--- config.mk ---
export PLATFORM = sky130hd
export DESIGN_NAME = if_prefetch_stage_flat
export DESIGN_NICKNAME = d
export VERILOG_FILES = /design/src/rtl/if_prefetch_stage_if.sv /design/src/rtl/if_prefetch_stage.sv /design/src/flat_wrapper.sv
export SDC_FILE = /design/constraint.sdc
export NUM_CORES = 1
export LEC_CHECK = 0
export BUFFER_PORTS_ARGS = -buffer_cell sky130_fd_sc_hd__buf_4
export CORE_UTILIZATION = 63
export DETAILED_ROUTE_END_ITERATION = 6
export HOLD_SLACK_MARGIN = 0.06
export PLACE_DENSITY = 0.85
export SYNTH_ARGS = -nofsm -noshare
export SYNTH_HDL_FRONTEND = slang
export SYNTH_SLANG_ARGS = --single-unit
--- constraint.sdc ---
create_clock -name clk -period 7.5 [get_ports clk]
set_input_delay 0.75 -clock clk [delete_from_list [all_inputs] [get_ports clk]]
set_output_delay 0.75 -clock clk [all_outputs]
set_load 0.01 [all_outputs]
--- src/rtl/if_prefetch_stage_if.sv ---
// Instruction-fetch bus bundle: memory request/response channel toward the
// instruction memory and the valid/ready channel toward decode.
interface if_prefetch_stage_if #(
  parameter int unsigned XLEN = 32
);
  logic            imem_req;
  logic [XLEN-1:0] imem_addr;
  logic            imem_gnt;
  logic            imem_rvalid;
  logic [31:0]     imem_rdata;
  logic            id_valid;
  logic            id_ready;
  logic [XLEN-1:0] PC_IF;
  logic [31:0]     INSTRUCTION_IF;

  // Fetch stage side
  modport master (
    output imem_req, imem_addr,
    input  imem_gnt, imem_rvalid, imem_rdata,
    output id_valid, PC_IF, INSTRUCTION_IF,
    input  id_ready
  );

  // Memory / decode environment side
  modport slave (
    input  imem_req, imem_addr,
    output imem_gnt, imem_rvalid, imem_rdata,
    input  id_valid, PC_IF, INSTRUCTION_IF,
    output id_ready
  );
endinterface

--- src/rtl/if_prefetch_stage.sv ---
// Prefetching instruction-fetch stage. Issues in-order requests to a
// variable-latency instruction memory, buffers {PC, instruction} pairs in a
// small FIFO and hands them to decode. Redirects flush the FIFO and drop the
// responses of requests already in flight.
// Optional macro IF_MISALIGN_CHECK_EN adds fetch_misaligned and stalls fetch
// after a redirect to a non-word-aligned target.
module if_prefetch_stage #(
  parameter int unsigned XLEN            = 32,
  parameter logic [31:0] RESET_PC        = 32'h0000_0000,
  parameter int unsigned FIFO_DEPTH      = 4,
  parameter int unsigned MAX_OUTSTANDING = 2
) (
  input  logic                 clk,
  input  logic                 reset,
  input  logic                 PCSrc,
  input  logic [XLEN-1:0]      PC_Branch,
`ifdef IF_MISALIGN_CHECK_EN
  output logic                 fetch_misaligned,
`endif
  if_prefetch_stage_if.master  bus
);

  localparam int unsigned CNT_MAX = (FIFO_DEPTH > MAX_OUTSTANDING) ? FIFO_DEPTH : MAX_OUTSTANDING;
  localparam int unsigned CW      = $clog2(CNT_MAX + 1);
  localparam int unsigned SW      = CW + 1;
  localparam int unsigned PW      = $clog2(FIFO_DEPTH);
  localparam logic [31:0] NOP     = 32'h0000_0013;

  typedef struct packed {
    logic [XLEN-1:0] pc;
    logic [31:0]     instr;
  } entry_t;

  entry_t          mem_q [FIFO_DEPTH];
  entry_t          head_q, head_d;
  entry_t          push_entry_c;
  logic [PW-1:0]   rd_ptr_q, rd_ptr_d, wr_ptr_q, wr_ptr_d, rd_next_c;
  logic [CW-1:0]   fifo_cnt_q, fifo_cnt_d;
  logic [CW-1:0]   out_cnt_q, out_cnt_d;
  logic [CW-1:0]   drop_cnt_q, drop_cnt_d;
  logic [CW-1:0]   cnt_after_pop_c;
  logic [SW-1:0]   inflight_c;
  logic [XLEN-1:0] fetch_pc_q, fetch_pc_d;
  logic [XLEN-1:0] resp_pc_q, resp_pc_d;
  logic [XLEN-1:0] target_c;
  logic            req_c, grant_c, push_c, pop_c, fetch_stall_c;

`ifdef IF_MISALIGN_CHECK_EN
  logic misalign_q, misalign_d;
  assign fetch_stall_c    = misalign_q;
  assign fetch_misaligned = misalign_q;
`else
  logic unused_pc_branch_lsb;
  assign fetch_stall_c        = 1'b0;
  assign unused_pc_branch_lsb = ^PC_Branch[1:0];
`endif

  // Handshake qualifiers; issue is conservative and counts slots already promised
  always_comb begin
    target_c        = {PC_Branch[XLEN-1:2], 2'b00};
    inflight_c      = SW'(fifo_cnt_q) + SW'(out_cnt_q) - SW'(drop_cnt_q);
    req_c           = reset && !PCSrc && !fetch_stall_c &&
                      (out_cnt_q < CW'(MAX_OUTSTANDING)) &&
                      (inflight_c < SW'(FIFO_DEPTH));
    grant_c         = req_c && bus.imem_gnt;
    push_c          = bus.imem_rvalid && (drop_cnt_q == '0) && !PCSrc;
    pop_c           = (fifo_cnt_q != '0) && bus.id_ready && !PCSrc;
    push_entry_c    = '{pc: resp_pc_q, instr: bus.imem_rdata};
    rd_next_c       = rd_ptr_q + PW'(1);
    cnt_after_pop_c = fifo_cnt_q - CW'(pop_c);
  end

  // Next-state for pointers, counters, PCs and the registered head entry
  always_comb begin
    fetch_pc_d = fetch_pc_q;
    resp_pc_d  = resp_pc_q;
    rd_ptr_d   = rd_ptr_q;
    wr_ptr_d   = wr_ptr_q;
    fifo_cnt_d = fifo_cnt_q;
    out_cnt_d  = out_cnt_q;
    drop_cnt_d = drop_cnt_q;
    head_d     = head_q;
`ifdef IF_MISALIGN_CHECK_EN
    misalign_d = misalign_q;
`endif
    if (PCSrc) begin
      fetch_pc_d = target_c;
      resp_pc_d  = target_c;
      rd_ptr_d   = '0;
      wr_ptr_d   = '0;
      fifo_cnt_d = '0;
      out_cnt_d  = out_cnt_q - CW'(bus.imem_rvalid);
      drop_cnt_d = out_cnt_q - CW'(bus.imem_rvalid);
`ifdef IF_MISALIGN_CHECK_EN
      misalign_d = (PC_Branch[1:0] != 2'b00);
`endif
    end else begin
      if (grant_c) fetch_pc_d = fetch_pc_q + XLEN'(4);
      if (push_c) begin
        resp_pc_d = resp_pc_q + XLEN'(4);
        wr_ptr_d  = wr_ptr_q + PW'(1);
      end
      if (pop_c) rd_ptr_d = rd_next_c;
      fifo_cnt_d = fifo_cnt_q + CW'(push_c) - CW'(pop_c);
      out_cnt_d  = out_cnt_q + CW'(grant_c) - CW'(bus.imem_rvalid);
      if (bus.imem_rvalid && (drop_cnt_q != '0)) drop_cnt_d = drop_cnt_q - CW'(1);
      // Head follows the oldest entry; it holds when the FIFO drains empty
      if (push_c && (cnt_after_pop_c == '0)) head_d = push_entry_c;
      else if (pop_c && (cnt_after_pop_c != '0)) head_d = mem_q[rd_next_c];
    end
  end

  // State registers with synchronous active-low reset
  always_ff @(posedge clk) begin
    if (!reset) begin
      fetch_pc_q <= XLEN'(RESET_PC);
      resp_pc_q  <= XLEN'(RESET_PC);
      rd_ptr_q   <= '0;
      wr_ptr_q   <= '0;
      fifo_cnt_q <= '0;
      out_cnt_q  <= '0;
      drop_cnt_q <= '0;
      head_q     <= '{pc: XLEN'(RESET_PC), instr: NOP};
`ifdef IF_MISALIGN_CHECK_EN
      misalign_q <= 1'b0;
`endif
    end else begin
      fetch_pc_q <= fetch_pc_d;
      resp_pc_q  <= resp_pc_d;
      rd_ptr_q   <= rd_ptr_d;
      wr_ptr_q   <= wr_ptr_d;
      fifo_cnt_q <= fifo_cnt_d;
      out_cnt_q  <= out_cnt_d;
      drop_cnt_q <= drop_cnt_d;
      head_q     <= head_d;
`ifdef IF_MISALIGN_CHECK_EN
      misalign_q <= misalign_d;
`endif
    end
  end

  // FIFO storage; contents are don't-care until written
  always_ff @(posedge clk) begin
    if (push_c) mem_q[wr_ptr_q] <= push_entry_c;
  end

  assign bus.imem_req       = req_c;
  assign bus.imem_addr      = fetch_pc_q;
  assign bus.id_valid       = (fifo_cnt_q != '0);
  assign bus.PC_IF          = head_q.pc;
  assign bus.INSTRUCTION_IF = head_q.instr;

endmodule

--- src/flat_wrapper.sv ---
// flat-port wrapper written by rule: the top's interface ports become plain ports
module if_prefetch_stage_flat 
#(
  parameter int unsigned XLEN            = 32,
  parameter logic [31:0] RESET_PC        = 32'h0000_0000,
  parameter int unsigned FIFO_DEPTH      = 4,
  parameter int unsigned MAX_OUTSTANDING = 2
)
  (clk, reset, PCSrc, PC_Branch, bus_imem_req, bus_imem_addr, bus_imem_gnt, bus_imem_rvalid, bus_imem_rdata, bus_id_valid, bus_PC_IF, bus_INSTRUCTION_IF, bus_id_ready);
  if_prefetch_stage_if #(.XLEN(XLEN)) bus_i ();
  input  logic clk;
  input  logic reset;
  input  logic PCSrc;
  input  logic [XLEN-1:0] PC_Branch;
  output wire logic [$bits(bus_i.imem_req)-1:0] bus_imem_req;
  output wire logic [$bits(bus_i.imem_addr)-1:0] bus_imem_addr;
  input wire logic [$bits(bus_i.imem_gnt)-1:0] bus_imem_gnt;
  input wire logic [$bits(bus_i.imem_rvalid)-1:0] bus_imem_rvalid;
  input wire logic [$bits(bus_i.imem_rdata)-1:0] bus_imem_rdata;
  output wire logic [$bits(bus_i.id_valid)-1:0] bus_id_valid;
  output wire logic [$bits(bus_i.PC_IF)-1:0] bus_PC_IF;
  output wire logic [$bits(bus_i.INSTRUCTION_IF)-1:0] bus_INSTRUCTION_IF;
  input wire logic [$bits(bus_i.id_ready)-1:0] bus_id_ready;
  assign bus_imem_req = bus_i.imem_req;
  assign bus_imem_addr = bus_i.imem_addr;
  assign bus_i.imem_gnt = bus_imem_gnt;
  assign bus_i.imem_rvalid = bus_imem_rvalid;
  assign bus_i.imem_rdata = bus_imem_rdata;
  assign bus_id_valid = bus_i.id_valid;
  assign bus_PC_IF = bus_i.PC_IF;
  assign bus_INSTRUCTION_IF = bus_i.INSTRUCTION_IF;
  assign bus_i.id_ready = bus_id_ready;
  if_prefetch_stage #(.XLEN(XLEN), .RESET_PC(RESET_PC), .FIFO_DEPTH(FIFO_DEPTH), .MAX_OUTSTANDING(MAX_OUTSTANDING)) u_core (.clk(clk), .reset(reset), .PCSrc(PCSrc), .PC_Branch(PC_Branch), .bus(bus_i));
endmodule
# Yosys cells after proc, flatten, opt, wreduce, memory -nomap -nowiden

Memories as Yosys holds them, arrays and structs flattened.
Index checks and enable logic that the tools add are counted.

Bits in registers: 141
Latch bits: 0
Memory bits (writable): 256
Memory bits (read-only): 0
Input bits: 70
Output and inout bits: 98
Memories: 1

$add $sub $neg: 13
$mul: 0
Divide/modulo/power cells: 0
Magnitude comparators: 2
Equality and inequality tests: 0
Shift operators: 0
Multiplexer cells: 11
Bitwise logic cells: 2
Reduce and logical (&&, ||, !) cells: 23

Memory list:

| memory       | words | bits a word | rd ports | clocked after Yosys merged registers in | wr ports | line                    | RTL |
|---|---|---|---|---|---|---|---|
| u_core.mem_q | 4     | 64          | 1        | 0                                       | 1        | if_prefetch_stage.sv:34 | `entry_t mem_q [FIFO_DEPTH];` |

Operators by type and width:

| operator              | count |
|---|---|
| $mux 32               | 4 |
| $mux 64               | 2 |
| $add 32x3->32 const B | 2 |
| $sub 3x1->3           | 4 |
| $logic_and 1x1->1     | 11 |
| $mux 3                | 3 |
| $reduce_bool 3->1     | 3 |
| $reduce_bool 2->1     | 4 |
| $add 3x1->3           | 2 |
| $logic_not 3->1       | 2 |
| $add 2x1->2 const B   | 2 |
| $add 3x3->4           | 1 |
| $lt 4x3->1 const B    | 1 |
| $sub 4x3->4           | 1 |
| $lt 3x2->1 const B    | 1 |
| $sub 3x1->3 const B   | 1 |
| $mux 1                | 2 |
| $not 1->1             | 2 |
| $reduce_and 2->1      | 1 |
| $reduce_or 2->1       | 1 |
| $logic_not 1->1       | 1 |

# Longest topological paths before layout

Gate-level depths: netlist of the first run.

Depth in word-level cells: 8
Mapped depth: 14
Depth with buffers taken out: 13

# Worst setup path after synthesis of the first run

OpenSTA, ideal clock, no wires.

Kind: register -> register
Start point: register u_core.fifo_cnt_q[1]
End point: register u_core.out_cnt_q[2]
Library setup time: 0.076 ns
Arrival time: 3.412 ns
Slack: 4.012 ns
Stages on the path, launching flop included: 15
Cell sequence: dfxtp_1 inv_1 fa_1 inv_1 ha_1 and4b_4 nor4_1 or4_4 buf_6 inv_2 ha_1 fa_1 xnor2_1 nand2_1 a21boi_0

Word-level cells in the longest chain between the ends: 8

RTL lines:

| what                   | line                     | RTL |
|---|---|---|
| from (decl)            | if_prefetch_stage.sv:38  | `logic [CW-1:0] fifo_cnt_q, fifo_cnt_d;` |
| from (signal assigned) | if_prefetch_stage.sv:132 | `fifo_cnt_q <= fifo_cnt_d;` |
| $add 3x3->4            | if_prefetch_stage.sv:61  | `inflight_c = SW'(fifo_cnt_q) + SW'(out_cnt_q) - SW'(drop_cnt_q);` |
| $sub 4x3->4            | if_prefetch_stage.sv:61  |  |
| $lt 4x3->1             | if_prefetch_stage.sv:64  | `(inflight_c < SW'(FIFO_DEPTH));` |
| $logic_and 1x1->1      | if_prefetch_stage.sv:63  | `(out_cnt_q < CW'(MAX_OUTSTANDING)) &&` |
| $logic_and 1x1->1      | if_prefetch_stage.sv:65  | `grant_c = req_c && bus.imem_gnt;` |
| $add 3x1->3            | if_prefetch_stage.sv:105 | `out_cnt_d = out_cnt_q + CW'(grant_c) - CW'(bus.imem_rvalid);` |
| $sub 3x1->3            | if_prefetch_stage.sv:105 |  |
| $mux 3                 | if_prefetch_stage.sv:86  | `if (PCSrc) begin` |
| to (signal assigned)   | if_prefetch_stage.sv:133 | `out_cnt_q <= out_cnt_d;` |
| to (decl)              | if_prefetch_stage.sv:39  | `logic [CW-1:0] out_cnt_q, out_cnt_d;` |

No other way between the ends.
A chain may end at the register's enable or synchronous reset.

# Worst setup path in the final report of the first run

Start point: register u_core.fifo_cnt_q[1]
End point: output port bus_imem_req

Word-level cells in the longest chain between the ends: 4

RTL lines:

| what              | line                    | RTL |
|---|---|---|
| $add 3x3->4       | if_prefetch_stage.sv:61 |  |
| $sub 4x3->4       | if_prefetch_stage.sv:61 |  |
| $lt 4x3->1        | if_prefetch_stage.sv:64 |  |
| $logic_and 1x1->1 | if_prefetch_stage.sv:63 |  |
| to (decl)         | flat_wrapper.sv:15      | `output wire logic [$bits(bus_i.imem_req)-1:0] bus_imem_req;` |

No other way between the ends.

==> results of run 1 <==
==> final cells by class <==
| type | instances | area, sq um | area share |
|---|---|---|---|
| Inverter | 32 | 120 | 0.00647 |
| Clock inverter | 22 | 239 | 0.0129 |
| Sequential cell | 383 | 10200 | 0.547 |
| Timing Repair Buffer | 173 | 1300 | 0.0700 |
| Multi-Input combinational cell | 713 | 5280 | 0.285 |
| Clock buffer | 47 | 1060 | 0.0569 |
| Tap cell | 324 | 405 | 0.0218 |
==> path summary, 6_finish.rpt <==
check                                                  startpoint                           endpoint  slack [ps]
worst max-delay path              u_core.fifo_cnt_q[1]$_SDFF_PP0_                       bus_imem_req        3270
worst min register to register  u_core.bus.PC_IF[10]$_SDFFE_PN0P_  u_core.bus.PC_IF[10]$_SDFFE_PN0P_         480
worst max register to register    u_core.fifo_cnt_q[1]$_SDFF_PP0_     u_core.out_cnt_q[1]$_SDFF_PN0_        3720
worst min-delay path                           bus_imem_rdata[26]      u_core.mem_q[3][26]$_DFFE_PP_         440
==> state kept, by name, indices dropped and copies added, names as in the netlist, 3 cells and up <==
register	cells
u_core.bus.INSTRUCTION_IF	32
u_core.bus.PC_IF	30
u_core.bus.imem_addr	30
u_core.drop_cnt_q	3
u_core.fifo_cnt_q	3
u_core.mem_q	248
u_core.out_cnt_q	3
u_core.resp_pc_q	30
==> layer usage <==
metal / vias to the layer above / global-route usage / share of wire
met5: - / 0 / 0
met3: 102 / 0.0421 / 0.094
met4: 0 / 0.100 / 0.030
met2: 728 / 0.498 / 0.50
li1: 4849 / - / -
met1: 5432 / 0.385 / 0.38
==> through the flow <==
stage / util / worst slack, ps / std cells
after floorplan: - / 4010 / 1206
after global placement: 0.706 / 3660 / 1625
after detailed placement: 0.706 / 3620 / 1625
after CTS: 0.758 / 3280 / 1694
after global routing: 0.758 / 3170 / 1694
final: 0.758 / 3270 / 1694
==> power by group through the flow <==
| stage | sequential (W) | clock [W] | combinational [W] |
|---|---|---|---|
| finish | 0.00243 | 0.00197 | 0.000446 |
| global route | 0.00244 | 0.00206 | 0.000487 |
| CTS | 0.00242 | 0.00198 | 0.000444 |
| detailed placement | 0.00247 | 0 | 0.000435 |
| global placement | 0.00246 | 0 | 0.000418 |
| floorplan | 0.00246 | 0 | 0.000229 |
==> synth_stat cells (4+ instances only) <==
cell type / n
sky130_fd_sc_hd__or3_1: 8
sky130_fd_sc_hd__nand2_1: 149
sky130_fd_sc_hd__buf_4: 4
sky130_fd_sc_hd__a21boi_0: 7
sky130_fd_sc_hd__and2_1: 12
sky130_fd_sc_hd__mux4_2: 62
sky130_fd_sc_hd__nand3_1: 19
sky130_fd_sc_hd__nor4_1: 25
sky130_fd_sc_hd__or2_2: 5
sky130_fd_sc_hd__nor2_1: 34
sky130_fd_sc_hd__fa_1: 4
sky130_fd_sc_hd__o21ai_0: 82
sky130_fd_sc_hd__ha_1: 20
sky130_fd_sc_hd__nor3_1: 25
sky130_fd_sc_hd__and3_1: 9
sky130_fd_sc_hd__xnor2_1: 19
sky130_fd_sc_hd__a31oi_1: 64
sky130_fd_sc_hd__a211oi_1: 6
sky130_fd_sc_hd__nand2b_1: 4
sky130_fd_sc_hd__o31a_1: 8
sky130_fd_sc_hd__inv_1: 31
sky130_fd_sc_hd__a21oi_1: 36
sky130_fd_sc_hd__clkbuf_1: 59
sky130_fd_sc_hd__buf_2: 4
sky130_fd_sc_hd__edfxtp_1: 248
sky130_fd_sc_hd__nand4_1: 26
sky130_fd_sc_hd__xor2_1: 19
sky130_fd_sc_hd__a41oi_1: 4
sky130_fd_sc_hd__o31ai_1: 5
sky130_fd_sc_hd__and4_1: 7
sky130_fd_sc_hd__buf_1: 9
sky130_fd_sc_hd__mux2i_1: 7
sky130_fd_sc_hd__o21a_1: 6
sky130_fd_sc_hd__o221ai_1: 6
sky130_fd_sc_hd__dfxtp_1: 135
==> worst max-delay path, delay by kind of cell (launching register included) <==
family / cells / cell delay (ps)
adder cells (fa/ha/maj): 2 / 790
AO/OA/AOI/OAI: 1 / 370
flip-flops: 1 / 420
AND/OR/NAND/NOR: 2 / 950
buffers and inverters: 3 / 420
==> kinds of logic after synthesis <==
logic type / count (synthesis) / synth area share
other: 1 / 0.000237
XOR/XNOR: 38 / 0.0210
adder cells (fa/ha/maj): 24 / 0.0208
AO/OA/AOI/OAI: 236 / 0.0904
flip-flops: 383 / 0.641
AND/OR/NAND/NOR: 342 / 0.107
buffers and inverters: 110 / 0.0279
multiplexers: 69 / 0.0925
==> results.md, run 1 <==
- The initial antenna violation count is 0.
- The design area is 0.0186 sq mm.
- The clock-pin slew reported for the worst setup and hold paths after clock tree synthesis is about 60 ps.
- The design draws ~0.0048 W.
- The die covers 0.0258 sq mm.
- The post-route minimum period is ~4200 ps.
- The via count of the first global-routing pass is 10900.
- The average detailed-routed wire length per instance is about 22 um.
- The power per standard cell area is 261 mW/mm^2.
- Of the total power, the share spent switching nets is 0.234.
- The first-pass iteration count of the detailed router is 7.
- The routed design has 37400 um of wire.
- The number of standard cells after synthesis is roughly 1200.
- In this run the vertical extent of the chip is 161 um.
- CTS saw 383 sinks.
- The cell area after placement is approximately 0.017 sq mm.
- The overall die width is approximately 160 um.
- The kind of critical path is reg -> out.
- The commonest register cell after synthesis is sky130_fd_sc_hd__edfxtp_1.
- The part of the Yosys area used for sequential elements is 0.641.
- At the worst endpoint, the required time is 6750 ps.
- The top cell types in the final layout, fill and taps aside, are sky130_fd_sc_hd__edfxtp_1 (248), sky130_fd_sc_hd__buf_4 (173), sky130_fd_sc_hd__nand2_1 (148).
- The cell row count is 57.
- The global placer's final weighted congestion is 0.904.
- After synthesis, the cell types taking the most area are sky130_fd_sc_hd__edfxtp_1 (47%), sky130_fd_sc_hd__dfxtp_1 (17%), sky130_fd_sc_hd__mux4_2 (8.8%).
- Leaving out fill and tap cells, the most frequent cell in the layout is sky130_fd_sc_hd__edfxtp_1.
- The number of failing hold endpoints at the final stage is 0.
- Fill cells in the final layout number between 1000 and 1500.
- The flip-flop and latch count after synthesis is 383.
- In the final layout, the share of cells above drive strength 1 is 0.233.
- Post-CTS repair changed the size of 0 cells.
- The maximum buffer depth of the clock tree is 3.
- The number of levels in the clock H-tree is 2.
- The post-CTS setup buffer count is 0.
- Entering global routing, the biggest net connects 119 pins.
- Based on the critical path, the design can be clocked at up to ~240 MHz.
- The routed layout has between 10000 and 15000 vias.
- The initial core utilization is 0.648.
- The number of nets with antenna violations after routing is 0.
- Of the total power, combinational logic draws 0.092.
- The maximum net fanout on the critical path is 7.
- The worst setup path is launched from a flop.
- The clock network power share is 0.406.
- The slowest cell on the critical path is sky130_fd_sc_hd__nor4b_2.
- The max-slew violation count is 0.
- In the global route stage, overall resource usage came out at 0.292.
- For this run, design rule violations remaining after detail routing come to 1.
- The HPWL after detailed placement is approximately 21000 um.
- The final worst hold slack is 436 ps.
- Setup repair after global routing left no endpoint under its margin.
- In this run the static leakage power is 6.38 nW.
- Global routing finished with a remaining overflow of 0.
- The worst-case clock skew is 20.3 ps.
- The worst reg2reg path depth is 12.
- The root buffer cell chosen for the clock tree is sky130_fd_sc_hd__clkbuf_16.
- In the finished design, the share of the clock period the worst path needs comes to 0.564.
- The sequential share of power is 0.501.
- The longest individual stage delay on the worst path is 730 ps.
- The DRC marker count from the first detailed-route iteration is about 1100.
- The number of max-cap violations is 0.
- The final reports fail on DRC.
- The region available for standard cell placement spans ~0.024 sq mm.
- The number of cells traversed by the worst hold path is 1.
- The endpoint type of the worst setup path is an output port.
- The count of hold buffers inserted by post-cts repair is 0.
- The clock tree from TritonCTS is built.
- The first global-routing pass estimated around 58000 um of wire.
- The final setup TNS is 0 ps.
- VDD sags by at most roughly 0.15 mV.
- The area added between synthesis and finish is 17.1%.
- The number of enable flip-flop cells after synthesis is around 250.
- Dividing the synthesized area by the synthesized cell count gives 13.2 sq um.
- The number of buffers inserted during clock tree synthesis is 38.
- The flow ran to the end, but the final reports show violations.
- The most frequent cell on the critical path is sky130_fd_sc_hd__inv_1.
- The setup violation total in the final timing report is 0.
- The via density per instance is between 6 and 7.
- The transition at the pin with the smallest max-transition slack is 1190 ps.
- During I/O placement, the number of pins put on the boundary was 168.
- The leading area contributor after synthesis is sky130_fd_sc_hd__edfxtp_1.
- At the later pin of the worst-skew pair, clock insertion delay measures about 530 ps.
- The total standard cell area after synthesis is 0.0158 sq mm.
- The share of synthesized registers carrying an async set or reset is 0.
- The area share of the leading cell type in the synthesized netlist is 0.470.
- For this design the total switching power over the nets is between 0.001 and 0.0015 W.
- Headroom to the max-slew limit came out at 0.203.
- The net total in the final layout is 1435.
- The internal power of the cells totals about 0.0037 W.
- Traced cell by cell, the critical path runs through inv_1 > fa_1 > inv_1 > ha_1 > and4b_4 > o31a_1 > nor4b_2 > buf_4.
- The class of the worst hold path is in -> reg.
- The number of distinct library cell variants in the gate-level netlist after synthesis is 59.
- The number of inserted diodes is 0.
- Yosys printed 0 warnings.
- STA puts the critical path data arrival time at 3480 ps.
- The number of port buffers is 161.
No activity file was read; power rests on OpenSTA's default activity.
==> inputs of run 2 (changes only) <==
Settings changed: CORE_UTILIZATION 63 to 59, PLACE_DENSITY 0.85 to 0.8.
Clock period 7.5 ns to 4.2 ns, I/O delays scaled along.
==> run 2 against run 1 <==
Against the previous run:
- the flow still finishes with violations (DRC)
- wire length shrank 2.5%
- count of clock-buffer cells in the layout grew 4
- sequential share of layout area shrank 0.18 points
- critical endpoint unchanged
- hold slack lost 340 ps
- sequential cell count is the same
- global-route usage shrank 2.5 points
- die area grew 6.7%
- final cell count grew 1.0%
- clock power grew 70%
- non-clock buffer count grew 4
- utilization shrank 4.8 points
- design area grew 0.34%
==> results.md, run 2 (synthesis gave the netlist of run 1 again) <==
- The total congestion overflow after global routing came to 0 (unchanged).
- The arrival time reported for the critical path endpoint came to 3410 ps (was 3480 ps).
- The final worst hold slack is 101 ps (was 436 ps).
- The largest net degree at the start of global routing came to 107 (was 119).
- The number of levels in the clock H-tree is 2 (unchanged).
- The total placed cells including tap cells came to 1640 (was 1625).
- The number of buffers inserted during clock tree synthesis was 39 (was 38).
- The max-slew headroom at the worst pin is 0.161 (was 0.203).
- The via count of the first global-routing pass is 10800 (was 10900).
- The full die area is 0.0275 sq mm (was 0.0258 sq mm).
- Based on the critical path, the design can be clocked at up to 261 MHz.
- The number of max-cap violations is 0 (unchanged).
- Of the available clock period, the critical path in the final layout requires 0.912.
- The first-pass iteration count of the detailed router is 7 (unchanged).
- The kind of start point of the critical path is a flop (unchanged).
- The design area is 0.0186 sq mm (about the same).
- The routed length on met1 is 14900 um (was 14100 um).
- The cell area after placement is 0.0174 sq mm (was 0.0173 sq mm).
- The global placer's final weighted congestion was 0.910 (was 0.904).
- The via density per instance is 6.27 (was 6.56).
- The sum of net half-perimeters after detailed placement came to 21700 um (was 21500 um).
- The number of port buffers is 161 (unchanged).
- The reported leakage power is 6.39 nW (was 6.38 nW).
- The number of failing hold endpoints at the final stage is 0 (unchanged).
- The clock-pin slew reported for the worst setup and hold paths after clock tree synthesis came to 60 ps (about the same).
- The clock sink count was 383 (unchanged).
- The final setup TNS is 0 ps (unchanged).
- The power per standard cell area is 454 mW/mm^2 (was 261 mW/mm^2).
- The clock tree from TritonCTS is built (unchanged).
- The met3 routed wirelength is 2830 um (was 3510 um).
- The count of vias placed by the detailed router was 10700 (was 11100).
- The DRC marker count from the first detailed-route iteration was 1113 (was 1101).
- The wire length reported by the detailed router is 36500 um (was 37400 um).
- The overall routing resource usage is 0.266 (was 0.292).
- The clock insertion delay at the later pin of the skew report is 530 ps (about the same).
- The post-route minimum period is 3830 ps.
- The endpoint required time on the critical path is 3780 ps (was 6750 ps).
- The transition at the pin with the smallest max-transition slack is 1250 ps (was 1190 ps).
- The number of standard cells in the final layout excluding fillers came to 1711 (was 1694).
- The count of hold buffers inserted by post-cts repair is 0 (unchanged).
- The count of unresolved DRC violations after routing is 14 (was 1).
- The net total in the final layout is 1440 (was 1435).
- The most common cell after layout, fill and taps aside is sky130_fd_sc_hd__edfxtp_1 (unchanged).
- The worst-case clock skew is 12.3 ps (was 20.3 ps).
- The clock network power share was 0.396 (was 0.406).
- The global-route wire length before repair was 57600 um (was 58000 um).
- The cell row count is 59 (was 57).
- The setup violation total in the final timing report is 0 (unchanged).
- The number of inserted diodes is 0 (unchanged).
- The area added between synthesis and finish is 17.5% (was 17.1%).
- The average detailed-routed wire length per instance is 21.3 um (was 22.1 um).
- The library cell used as clock root buffer is sky130_fd_sc_hd__clkbuf_16 (unchanged).
- The initial core utilization was 0.605 (was 0.648).
- The kind of critical path is reg -> out (unchanged).
- The fraction of power spent switching nets is 0.238 (was 0.234).
- The max-slew violation count is 0 (unchanged).
- The uppermost metal layer occupied by signal nets is met4 (unchanged).
- The share of post-route cells with drive strength above 1 is 0.233 (about the same).
- Commonest non-fill, non-tap cells in the layout: sky130_fd_sc_hd__edfxtp_1 (248), sky130_fd_sc_hd__buf_4 (172), sky130_fd_sc_hd__nand2_1 (148) (was sky130_fd_sc_hd__edfxtp_1 (248), sky130_fd_sc_hd__buf_4 (173), sky130_fd_sc_hd__nand2_1 (148)).
- The maximum net fanout on the critical path is 7 (unchanged).
- The overall die width is 166 um (was 161 um).
- The total length of routed met2 wires is 18100 um (was 18700 um).
- The number of top-level pins is 168 (unchanged).
- The maximum VDD drop is 0.278 mV (was 0.154 mV).
- The number of nets with antenna violations after routing came to 0 (unchanged).
- The class of the worst hold path is in -> reg (unchanged).
- Result of the run: finished, violations left (unchanged).
- The y dimension of the die is 166 um (was 161 um).
- The layout filler cell count came to 1691 (was 1432).
- The register with the most flip-flops is u_core.mem_q (unchanged).
- The sequential share of power is 0.512 (was 0.501).
- The slack of the worst reg-to-reg path is 400 ps (was 3720 ps).
- The combinational power share was 0.092 (about the same).
- The maximum buffer depth of the clock tree is 3 (unchanged).
- Failing checks: DRC (unchanged).
- The core area is 0.0262 sq mm (was 0.0245 sq mm).
- The endpoint type of the worst setup path is an output port (unchanged).
- RSZ-0062 raised after global routing: false (unchanged).
- The initial antenna violation count is 0 (unchanged).
- The total internal power is 0.00644 W (was 0.00371 W).
- The net switching power is 0.00201 W (was 0.00113 W).
- The flip-flop count of the largest register, all copies and words added is 248 (unchanged).
run 2: path summary, 6_finish.rpt:
path	from	to	cells past startpoint
worst max-delay path	u_core.fifo_cnt_q[1]$_SDFF_PP0_	bus_imem_req	8
worst min-delay path	bus_imem_rdata[9]	u_core.mem_q[1][9]$_DFFE_PP_	1
worst max register to register	u_core.fifo_cnt_q[1]$_SDFF_PP0_	u_core.out_cnt_q[2]$_SDFF_PN0_	13
worst min register to register	u_core.bus.INSTRUCTION_IF[25]$_SDFFE_PN0P_	u_core.bus.INSTRUCTION_IF[25]$_SDFFE_PN0P_	2
run 2: power groups by stage:
stage,combinational [W],clock [W],sequential (W)
floorplan,0.000408,0,0.00440
global placement,0.000734,0,0.00439
detailed placement,0.000761,0,0.00440
CTS,0.000772,0.00338,0.00433
global route,0.000852,0.00351,0.00435
finish,0.000776,0.00335,0.00433
run 2: through the flow:
stage                util  setup slack (ps)  total power (W)
detailed placement  0.663               284          0.00517
CTS                 0.710               253          0.00848
global placement    0.663               380          0.00513
finish              0.710               370          0.00845
floorplan               -               712          0.00481
global route        0.710              36.0          0.00871
run 2: layout make-up:
| cell class | count | area [sq um] | area share |
|---|---|---|---|
| Clock inverter | 20 | 149 | 0.00800 |
| Timing Repair Buffer | 177 | 1390 | 0.0747 |
| Clock buffer | 51 | 1100 | 0.0589 |
| Inverter | 32 | 120 | 0.00645 |
| Multi-Input combinational cell | 713 | 5290 | 0.284 |
| Sequential cell | 383 | 10200 | 0.545 |
| Tap cell | 335 | 419 | 0.0225 |
run 2: per-layer routing:
metal | global-route usage | up-vias
li1 | - | 4865
met1 | 0.360 | 5298
met2 | 0.452 | 509
met3 | 0.0417 | 60
met4 | 0.0748 | 0
met5 | 0 | -
run 2: repair_timing:
item | CTS | global route
gates resized for setup | 0 | 1
setup endpoints to repair | 0 | 2
hold endpoints to repair | 0 | 0
buffers inserted | 0 | 0
run 2: critical path: stages, from the launching register on:
cell	delay [ps]
sky130_fd_sc_hd__dfxtp_1	420
sky130_fd_sc_hd__inv_1	130
sky130_fd_sc_hd__fa_1	500
sky130_fd_sc_hd__inv_1	40
sky130_fd_sc_hd__ha_1	300
sky130_fd_sc_hd__and4b_4	220
sky130_fd_sc_hd__o31a_1	340
sky130_fd_sc_hd__nor4b_2	700
sky130_fd_sc_hd__buf_4	240
